## config.mk

```make
export PLATFORM = sky130hd
export DESIGN_NAME = avmm_csr_responder
export DESIGN_NICKNAME = d
export VERILOG_FILES = /design/src/rtl/avmm_csr_responder_pkg.sv /design/src/rtl/avmm_rd_delay_line.sv /design/src/rtl/avmm_csr_responder.sv
export SDC_FILE = /design/constraint.sdc
export NUM_CORES = 1
export LEC_CHECK = 0
export CAP_MARGIN = 20
export CORE_MARGIN = 4
export CORE_UTILIZATION = 36
export DETAILED_ROUTE_END_ITERATION = 16
export SYNTH_ARGS = -nofsm -noshare
export SYNTH_HDL_FRONTEND = slang
export SYNTH_SLANG_ARGS = --single-unit
```

## constraint.sdc

```tcl
create_clock -name clk -period 3.35 [get_ports clk]
set_input_delay 0.5025 -clock clk [delete_from_list [all_inputs] [get_ports clk]]
set_output_delay 0.5025 -clock clk [all_outputs]
set_load 0.005 [all_outputs]
```

## src/rtl/avmm_csr_responder_pkg.sv

```systemverilog
// Shared constants and address helpers for the AVMM CSR responder.
// Register indices are word indices, not byte addresses.
package avmm_csr_responder_pkg;

  localparam int unsigned ID_IDX   = 0;
  localparam int unsigned WCNT_IDX = 1;

  // Word index of a byte address; lane_bits = log2(bytes per word).
  function automatic logic [63:0] word_index(input logic [63:0] byte_addr,
                                             input int unsigned lane_bits);
    return byte_addr >> lane_bits;
  endfunction

endpackage

```

## src/rtl/avmm_rd_delay_line.sv

```systemverilog
// Fixed-latency {valid, data} pipe carrying read responses back to the host.
// Data in a stage only moves with a valid beat, so the output data holds between responses.
module avmm_rd_delay_line #(
  parameter int DEPTH      = 2,
  parameter int DATA_WIDTH = 32
) (
  input  logic                  clk,
  input  logic                  rst_n,
  input  logic                  in_valid,
  input  logic [DATA_WIDTH-1:0] in_data,
  output logic                  out_valid,
  output logic [DATA_WIDTH-1:0] out_data
);

  genvar gi;
  generate
    for (gi = 0; gi < DEPTH; gi++) begin : g_stage
      logic                  v_in;
      logic [DATA_WIDTH-1:0] d_in;
      logic                  v_reg;
      logic [DATA_WIDTH-1:0] d_reg;

      if (gi == 0) begin : g_head
        assign v_in = in_valid;
        assign d_in = in_data;
      end else begin : g_tail
        assign v_in = g_stage[gi-1].v_reg;
        assign d_in = g_stage[gi-1].d_reg;
      end

      always_ff @(posedge clk) begin
        if (!rst_n) begin
          v_reg <= 1'b0;
          d_reg <= '0;
        end else begin
          v_reg <= v_in;
          if (v_in) d_reg <= d_in;
        end
      end
    end
  endgenerate

  assign out_valid = g_stage[DEPTH-1].v_reg;
  assign out_data  = g_stage[DEPTH-1].d_reg;

endmodule

```

## src/rtl/avmm_csr_responder.sv

```systemverilog
// Avalon-MM CSR agent: ID register, accepted-write counter and scratch registers,
// with programmable wait states, fixed read latency and an outstanding-read bound.
module avmm_csr_responder
  import avmm_csr_responder_pkg::*;
#(
  parameter int                    ADDR_WIDTH   = 16,
  parameter int                    DATA_WIDTH   = 32,
  parameter int                    NUM_REGS     = 16,
  parameter int                    READ_LATENCY = 2,
  parameter int                    WAIT_CYCLES  = 0,
  parameter int                    MAX_PENDING  = 4,
  parameter logic [DATA_WIDTH-1:0] ID_VALUE     = 32'hA7C0_0001,
  parameter logic [DATA_WIDTH-1:0] BAD_DATA     = 32'hBADA_DD00
) (
  input  logic                    clk,
  input  logic                    rst_n,
  input  logic                    avs_write,
  input  logic                    avs_read,
  input  logic [ADDR_WIDTH-1:0]   avs_address,
  input  logic [DATA_WIDTH/8-1:0] avs_byteenable,
  input  logic [DATA_WIDTH-1:0]   avs_writedata,
  output logic                    avs_waitrequest,
  output logic                    avs_readdatavalid,
  output logic [DATA_WIDTH-1:0]   avs_readdata,
  output logic                    err_oor,
  output logic                    err_proto
);

  localparam int LANES     = DATA_WIDTH / 8;
  localparam int LANE_BITS = $clog2(LANES);
  localparam int PW        = $clog2(MAX_PENDING + 1);
  localparam int WW        = (WAIT_CYCLES > 0) ? $clog2(WAIT_CYCLES + 1) : 1;

  logic                  cmd, accept, wr_acc, rd_acc, oor, rsp_valid;
  logic [63:0]           idx;
  logic [WW-1:0]         wcnt_reg;
  logic [PW-1:0]         pending_reg;
  logic [DATA_WIDTH-1:0] wr_count_reg;
  logic [DATA_WIDTH-1:0] rd_word;
  logic [DATA_WIDTH-1:0] scratch_reg [2:NUM_REGS-1];
  logic                  err_oor_reg, err_proto_reg;

  assign cmd             = avs_read | avs_write;
  assign accept          = cmd && (wcnt_reg == '0) && (pending_reg < PW'(MAX_PENDING)) && rst_n;
  assign avs_waitrequest = !accept;
  assign wr_acc          = accept & avs_write;
  // A read presented together with a write is dropped; only the write takes effect.
  assign rd_acc          = accept & avs_read & ~avs_write;
  assign idx             = word_index(64'(avs_address), LANE_BITS);
  assign oor             = idx >= 64'(NUM_REGS);
  assign err_oor         = err_oor_reg;
  assign err_proto       = err_proto_reg;

  always_comb begin
    rd_word = BAD_DATA;
    if (!oor) begin
      if (idx == 64'(ID_IDX))        rd_word = ID_VALUE;
      else if (idx == 64'(WCNT_IDX)) rd_word = wr_count_reg;
      else begin
        for (int i = 2; i < NUM_REGS; i++)
          if (idx == 64'(i)) rd_word = scratch_reg[i];
      end
    end
  end

  always_ff @(posedge clk) begin
    if (!rst_n) begin
      wcnt_reg      <= WW'(WAIT_CYCLES);
      pending_reg   <= '0;
      wr_count_reg  <= '0;
      err_oor_reg   <= 1'b0;
      err_proto_reg <= 1'b0;
    end else begin
      if (accept)                         wcnt_reg <= WW'(WAIT_CYCLES);
      else if (cmd && wcnt_reg != '0)     wcnt_reg <= wcnt_reg - 1'b1;

      case ({rd_acc, rsp_valid})
        2'b10:   pending_reg <= pending_reg + 1'b1;
        2'b01:   pending_reg <= pending_reg - 1'b1;
        default: pending_reg <= pending_reg;
      endcase

      if (wr_acc)                      wr_count_reg  <= wr_count_reg + 1'b1;
      if (accept && oor)               err_oor_reg   <= 1'b1;
      if (accept && avs_read && avs_write) err_proto_reg <= 1'b1;
    end
  end

  // RO and out-of-range indices never match a scratch slot, so those writes fall away here.
  always_ff @(posedge clk) begin
    if (!rst_n) begin
      for (int i = 2; i < NUM_REGS; i++) scratch_reg[i] <= '0;
    end else if (wr_acc) begin
      for (int i = 2; i < NUM_REGS; i++)
        if (idx == 64'(i))
          for (int b = 0; b < LANES; b++)
            if (avs_byteenable[b]) scratch_reg[i][8*b +: 8] <= avs_writedata[8*b +: 8];
    end
  end

  avmm_rd_delay_line #(
    .DEPTH      (READ_LATENCY),
    .DATA_WIDTH (DATA_WIDTH)
  ) u_rd_delay (
    .clk       (clk),
    .rst_n     (rst_n),
    .in_valid  (rd_acc),
    .in_data   (rd_word),
    .out_valid (rsp_valid),
    .out_data  (avs_readdata)
  );

  assign avs_readdatavalid = rsp_valid;

endmodule
```

# After elaboration in Yosys (flattened, before gate mapping)
# Memory sizes are Yosys's and may differ from the RTL's.
# Index checks and enable logic that the tools add are counted.
# totals
register_bits,104
mem_bits_rw,448
out_inout_bits,36
n_memories,1
# op_classes
n_addsub,4
order_cmp,2
n_eq_ne,17
muxes,303
bitwise,63
reduce_logical,11
# mem_list
name,words,word_bits,read_ports,rd_ports_with_merged_regs,write_ports,line,text
scratch_reg,14,32,14,0,14,avmm_csr_responder.sv:40,logic [DATA_WIDTH-1:0] scratch_reg [2:NUM_REGS-1];
# ops
op,n
two-way mux 32 bit,17
two-way mux 8 bit,56
two-way mux 1 bit,229
"== test 14 x 4 -> 1 bit, second input constant",8
zero test 64 bit,1
bitwise OR 1 bit,57
"== test 14 x 3 -> 1 bit, second input constant",4
"adder 32 x 1 -> 32 bit, second input constant",1
"== test 14 x 2 -> 1 bit, second input constant",2
"== test 14 x 1 -> 1 bit, second input constant",1
">= comparator 14 x 5 -> 1 bit, second input constant",1
logical AND 1 bit,7
one-hot mux 3 bit (2 select lines),1
"adder 3 x 1 -> 3 bit, second input constant",1
bitwise AND 1 bit,3
"less-than comparator 3 bit, second input constant",1
inverter 1 bit,3
"subtractor 3 x 1 -> 3 bit, second input constant",1
"== test 2 x 1 -> 1 bit, second input constant",1
"== test 2 bit, second input constant",1
nonzero test 2 bit,1
OR reduction 2 bit,1
zero test 1 bit,1
"subtractor 1 bit, second input constant",1

# Depth between registers and ports, before layout
# Gate-level depths: netlist of the first run.
# depth
depth_word,18
ltp_mapped,10
mapped_depth_nobuf,9

# By module
# Synthesis of the first run repeated with hierarchy kept, for this count alone.
# hier_totals
cells_unflattened,2217
hier_area_um2,24891.4
# modules_own_cells
module,n_inst,cells_each,area_per_inst_um2,seq_area_each_um2
avmm_csr_responder,1,2006,22341.4,14213.6
avmm_rd_delay_line,1,211,2549.9,1321.3

# Worst setup path after synthesis of the first run
# OpenSTA, ideal clock, no wires.
# synth_path
kind,input to register
from,in avs_address[15]
to,"reg, netlist name scratch_reg[0][224]"
setup_time_ns,0.384
t_arrival_ns,2.597
t_required_ns,2.966
slack_ns,0.369
path_stages,7
n_path_buf,3
cell_sequence,or4_1 buf_4 nor3_4 buf_2 buf_4 nand2_1 o21ai_0
# synth_lines
element,line,text
from (decl),avmm_csr_responder.sv:19,"input logic [ADDR_WIDTH-1:0] avs_address,"

==> metrics.md, run 1 <==
| Metric | Value |
|---|---|
| First-pass GRT wire length | 128 mm |
| Worst Hold Class | reg -> reg |
| DR iter-0 viols | 3040 |
| Async set or reset register ratio after synthesis | 0 |
| Slew headroom | 0.289 |
| Final Max Tran Viols | 0 |
| VDD IR max | 0.325 mV |
| DP HPWL | 61.7 mm |
| RSZ-0062 raised after global routing | no |
| Clock latency on the worst-skew pair | 630 ps |
| Met2 GRT Util | 0.350 |
| Final Instance Area | 30300 µm² |
| Leakage | 9.91 nW |
| Die H | 272 µm |
| Setup TNS | 0 ps |
| Final GP Congestion | 0.933 |
| Crit-path max FO | 32 |
| Fin. Hold Viols | 0 |
| Aggregate global routing overflow | 0 |
| Antenna violations before repair | 2 |
| CP Launch Point | avs_address[5] |
| Synth Area in Simple Gates | 0.168 |
| DRC viols | 0 |
| Syn_nets | 2382 |
| Total Routing Usage GR | 0.226 |
| Setup crit end | scratch_reg[0][167]$_SDFFCE_PN0P_ |
| Vias post-DR | 20.1k |
| Global routing's busiest layer | met2 |
| Root Driver | clkbuf_16 |
| I/O pins | 92 |
| Area grow syn2layout | 20.7% |
| Cts bufs inserted | 58 |
| Flip-flop and latch count after synthesis | 552 |
| Fill cells | 6426 |
| Endpoints failing setup | 0 |
| Max-cap violations | 0 |
| Vias in the first global route | 19.4k |
| R2R setup slack | 1060 ps |
| Drt pass-1 iters | 6 |
| Adder-cell share of the synthesized area | 0.00180 |
| Synthesis Warnings | 0 |
| Initial Util | 0.364 |
| Routed length per instance | 24.4 µm |
| Tmin final | 3030 ps |
| Core Region | 68800 µm² |
| Critical Path End Type | flop |
| Multiplexer share of the synthesized area | 0.0323 |
| Num rows | 96 |
| Clk sinks | 552 |
| XOR/XNOR Fraction of Synth Area | 0.0108 |
| Post-synth EDFFs | 448 |
| Largest register FFs | 448 |
| Max clock buf depth | 3 |
| Pwr per Cell Area | 512 nW/µm² |
| Port Buffer Count | 89 |
| Syn_area_per_cell | 10.8 µm² |
| Compound-Gate Fraction of Synth Area | 0.131 |
| Layout Skew | 21.8 ps |
| Largest family of logic cells by synthesized area | simple AND/OR/NAND/NOR gates |
| WP data arrival | 3350 ps |
| H-tree Lvls | 2 |
| Routed WL | 85.6 mm |
| M1 GR Usage | 0.321 |
| Post-cts sizing count | 0 |
| Post-synth top flop | edfxtp_1 |
| Cts-stage hold buffer count | 0 |
| Die Wd | 272 µm |
| Setup Crit Path Kind | in -> reg |
| CTS tree | built |
| Worst setup SP type | input port |
| Reg-to-Reg Start | pending_reg[2]$_SDFFE_PN0P_ |
| Top cells by area, synth | edfxtp_1 54%, dfxtp_1 8.3%, nor2_1 8.3% |
| N_diodes | 0 |
| Largest net degree at the start of global routing | 77 |
| Area leader, netlist | edfxtp_1 |
| Run status | finished, final reports clean |
| FF-to-FF End | u_rd_delay.g_stage[0].d_reg[8]$_SDFFE_PN0P_ |
| Cell Area, Synth | 25100 µm² |
| Post-synthesis sequential area ratio | 0.620 |
| F_max | 330 MHz |
| Die ar. | 73900 µm² |
| Crit path required time | 3670 ps |
| M3 GR Usage | 0.0450 |
| Clock slew at reported path FFs | 60 ps |
| Share of layout cells above drive strength 1 | 0.154 |
| Syn Inst Count | 2323 |
| Reg2reg path depth | 9 |
| DR vias/cell | 5.74 |
| Worst Tran Pin Value | 1070 ps |
| Post-route ant nets | 0 |
| Post-CTS Setup Repair Bufs | 0 |
| Nets | 2583 |
| Yosys cell types | 94 |
| Yosys top cell area share | 0.537 |
| Final Cycle Share | 0.904 |
| Post-DP Area | 28300 µm² |
==> worst max-delay path, stage by stage <==
cell,delay (ps)
buf_2,270
nor4bb_1,910
nand4_1,530
buf_4,460
o21ai_0,390
buf_4,260
==> stage by stage <==
stage | std cells | hold WS, ps | utilization | power [W] | worst slack (ps)
final | 3504 | 475 | 0.440 | 0.0155 | 321
after detailed placement | 3395 | 463 | 0.411 | 0.00902 | -84.4
after global routing | 3504 | 478 | 0.440 | 0.0159 | 489
after floorplan | 2323 | 425 | - | 0.00845 | 369
after CTS | 3504 | 453 | 0.440 | 0.0156 | 573
after global placement | 3395 | 454 | 0.411 | 0.00899 | -24.4
==> per-layer routing <==
| layer | wire length (µm) | up-vias |
|---|---|---|
| met1 | 35400 | 9828 |
| met2 | 38100 | 1261 |
| li1 | - | 8814 |
| met4 | 3120 | 4 |
| met5 | 15 | - |
| met3 | 8970 | 203 |
==> cell families after synthesis <==
family | after synthesis
xor gates and xnor gates | 31
muxes | 78
AOI/OAI and AO/OA | 507
buffers and inverters | 216
adders and majority gates | 3
and+or+nand+nor | 936
DFF | 552
==> synthesized netlist by cell type (all sizes together) (22+ instances only) <==
cell / instances
edfxtp: 448
a21oi: 94
buf: 91
xnor2: 25
clkbuf: 112
o221ai: 31
a22oi: 37
nand2: 149
o22ai: 30
and2: 44
nor2: 552
a221oi: 22
nor2b: 52
dfxtp: 104
o21ai: 170
nand3: 28
mux2i: 63
==> power breakdown <==
part | internal, W | switching (W) | leakage, nW
Combinational | 0.000391 | 0.000699 | 3.85
Sequential | 0.00769 | 0.000127 | 5.09
Clock | 0.00384 | 0.00276 | 0.965
Total | 0.0119 | 0.00358 | 9.91
==> how the worst min path moves through the flow <==
| stage | start | endpoint | slack, ps | depth (start not counted) |
|---|---|---|---|---|
| after CTS | rst_n | u_rd_delay.g_stage[0].v_reg$_SDFF_PN0_ | 450 | 3 |
| after detailed placement | err_oor$_SDFFE_PN0P_ | err_oor$_SDFFE_PN0P_ | 460 | 1 |
| after floorplan | u_rd_delay.g_stage[0].d_reg[13]$_SDFFE_PN0P_ | u_rd_delay.g_stage[0].d_reg[13]$_SDFFE_PN0P_ | 420 | 2 |
| after global placement | err_oor$_SDFFE_PN0P_ | err_oor$_SDFFE_PN0P_ | 450 | 1 |
| final | err_oor$_SDFFE_PN0P_ | err_oor$_SDFFE_PN0P_ | 470 | 1 |
| after global routing | rst_n | u_rd_delay.g_stage[0].v_reg$_SDFF_PN0_ | 480 | 3 |
==> placed cells by master, fill, tap and decap left out, drive strengths merged, types with 25 or more instances in the layout <==
| master | count |
|---|---|
| dfxtp | 104 |
| o221ai | 31 |
| clkdlybuf4s50 | 84 |
| clkbuf | 79 |
| o22ai | 30 |
| buf | 260 |
| a22oi | 37 |
| edfxtp | 448 |
| xnor2 | 25 |
| o21ai | 170 |
| mux2i | 63 |
| and2 | 44 |
| nand3 | 28 |
| nor2b | 52 |
| nand2 | 149 |
| nor2 | 552 |
| a21oi | 94 |
==> layout make-up <==
| type | instances | area (µm²) | share of cell area |
|---|---|---|---|
| Inverter | 13 | 48.8 | 0.00161 |
| Multi-Input combinational cell | 1555 | 8640 | 0.286 |
| Tap cell | 931 | 1160 | 0.0385 |
| Clock inverter | 30 | 235 | 0.00778 |
| Sequential cell | 552 | 15500 | 0.514 |
| Clock buffer | 79 | 1730 | 0.0571 |
| Timing Repair Buffer | 344 | 2900 | 0.0959 |
Power figures use the tool's default switching activity.
==> run 2, diff against run 1 <==
--- a/config.mk
+++ b/config.mk
@@ -9,6 +9,7 @@
 export CORE_MARGIN = 4
 export CORE_UTILIZATION = 36
 export DETAILED_ROUTE_END_ITERATION = 16
+export PLACE_DENSITY_LB_ADDON = 0.3
 export SYNTH_ARGS = -nofsm -noshare
 export SYNTH_HDL_FRONTEND = slang
 export SYNTH_SLANG_ARGS = --single-unit
==> run 2 against run 1 <==
  * Core utilization down 0.067 points
  * Global-route usage down 0.20 points
  * Clock power down 5.5%
  * Maximum frequency up 7.7%
  * Register-to-register slack worse by 340 ps
  * Count of clock-buffer cells in the layout up 5
  * Via count down 0.44%
  * Sequential power about the same
==> metrics.md, run 2 (same netlist as run 1, synthesis figures left out) <==
| Metric | Value |
|---|---|
| Met2 GRT Util | 0.349 |
| F_max | 355 MHz |
| Worst Setup Slack, final | 537 ps |
| CTS tree | built |
| Endpoints failing setup | 0 |
| Reg2reg path depth | 8 |
| WHS Path Cells | 3 |
| Largest net degree at the start of global routing | 138 |
| Drt pass-1 iters | 7 |
| Crit path required time | 3870 ps |
| Post-cts sizing count | 0 |
| Sw frac | 0.234 |
| Gate power share | 0.072 |
| Post-CTS Setup Repair Bufs | 0 |
| Internal Pwr Total | 0.0116 W |
| Post-route ant nets | 0 |
| DR vias/cell | 5.70 |
| M3 GR Usage | 0.0510 |
| Die ar. | 73900 µm² |
| Pwr per Cell Area | 501 nW/µm² |
| Initial Util | 0.364 |
| Final Util | 0.439 |
| Reg power frac | 0.516 |
| Worst Hold Class | in -> reg |
| Pre-CTS setup slack | -10.6 ps |
| Clock Power Share | 0.412 |
| Leakage | 9.89 nW |
| Clk sinks | 552 |
| Share of layout cells above drive strength 1 | 0.151 |
| Die Wd | 272 µm |
| VDD IR max | 0.339 mV |
| Worst Tran Pin Value | 1070 ps |
| DP HPWL | 61.1 mm |
| Worst setup SP type | input port |
| RSZ-0062 raised after global routing | no |
| Root Driver | clkbuf_16 |
| Nets | 2591 |
| Total Routing Usage GR | 0.224 |
| Commonest non-fill, non-tap cell in the layout | nor2_1 |
| Power Total | 0.0151 W |
| Aggregate global routing overflow | 0 |
| Slew headroom | 0.287 |
| Fin. Hold Viols | 0 |
| H-tree Lvls | 2 |
| I/O pins | 92 |
| M1 GR Usage | 0.311 |
| Max-cap violations | 0 |
| WP data arrival | 3340 ps |
| Die H | 272 µm |
| Layout Skew | 22.4 ps |
| Antenna violations before repair | 3 |
| Num rows | 96 |
| Routed WL | 85.5 mm |
| Run status | finished, final reports clean |
| Routed length per instance | 24.3 µm |
| Area grow syn2layout | 20.5% |
| Core Region | 68800 µm² |
| Cts-stage hold buffer count | 0 |
| Vias in the first global route | 19.2k |
| Cts bufs inserted | 58 |
| DRC viols | 0 |
| Final Max Tran Viols | 0 |
| Fill cells | 6409 |
| First-pass GRT wire length | 126 mm |
| Max clock buf depth | 3 |
| NetSw | 0.00354 W |
| Tmin final | 2810 ps |
| Port Buffer Count | 89 |
| Crit-path max FO | 14 |
| Critical Path End Type | flop |
| Largest register FFs | 448 |
| Clock slew at reported path FFs | 60 ps |
| Vias post-DR | 20.0k |
| Global routing's busiest layer | met2 |
| Most frequent cells in the layout | 551 x nor2_1, 448 x edfxtp_1, 254 x buf_4, 169 x o21ai_0, 148 x nand2_1 |
| Setup Crit Path Kind | in -> reg |
| Final GP Congestion | 0.926 |
| Clock latency on the worst-skew pair | 630 ps |
| Final Cycle Share | 0.840 |
| DR iter-0 viols | 2502 |
| Final hold slack | 233 ps |
## run 2: cell count changes in the layout (fill, tap and decap cells not counted), moves of 2 or more
cell,before,now
buf_12,9,12
clkbuf_1,6,17
clkinvlp_4,5,1
bufinv_16,3,1
inv_6,1,3
clkbuf_16,65,61
clkinv_2,12,8
buf_4,249,254
clkbuf_2,3,1
clkinv_1,9,12
## run 2: per-stage QoR
step | area (µm²) | std cells | setup TNS, ps
floorplan | 25100 | 2323 | 0
global placement | 28400 | 3403 | -20.8
global route | 30200 | 3512 | 0
detailed placement | 28400 | 3403 | -10.6
CTS | 30200 | 3512 | 0
finish | 30200 | 3513 | 0
## run 2: path summary, 6_finish.rpt
check                                                 start                                            to  slack [ps]
worst max-delay path                        avs_address[15]  u_rd_delay.g_stage[0].d_reg[30]$_SDFFE_PN0P_         540
worst min-delay path                                  rst_n                         wcnt_reg$_SDFFE_PP0P_         230
worst max register to register  pending_reg[2]$_SDFFE_PN0P_                 wr_count_reg[29]$_SDFFE_PN0P_         720
worst min register to register       err_proto$_SDFFE_PN0P_                        err_proto$_SDFFE_PN0P_         500
## run 2: power by group through the flow
stage                     logic [W]  clock network, W  registers [W]
after global routing        0.00115           0.00658        0.00783
after floorplan            0.000547                 0        0.00790
after CTS                   0.00107           0.00629        0.00781
after detailed placement    0.00107                 0        0.00796
after global placement      0.00106                 0        0.00794
final                       0.00109           0.00623        0.00782
## run 2: area by class of cell
class	count	area, µm²	area share
Antenna cell	1	2.50	0.0000828
Clock buffer	84	1660	0.0551
Clock inverter	25	151	0.00501
Inverter	13	48.8	0.00162
Multi-Input combinational cell	1555	8640	0.286
Sequential cell	552	15500	0.514
Tap cell	931	1160	0.0386
Timing Repair Buffer	352	3000	0.0992
## run 2: per-layer routing
metal | share of wire | vias to the layer above
li1 | - | 8828
met1 | 0.41 | 9863
met2 | 0.45 | 1157
met3 | 0.10 | 169
met4 | 0.033 | 4
met5 | 0.00032 | -
## run 2: worst max-delay path, cell delays in order
cell	delay, ps
clkdlybuf4s50_1	420
or4_1	640
nor3_4	240
buf_12	190
nand2_2	100
o41ai_1	580
buf_4	200
a221oi_1	130
o41ai_2	330
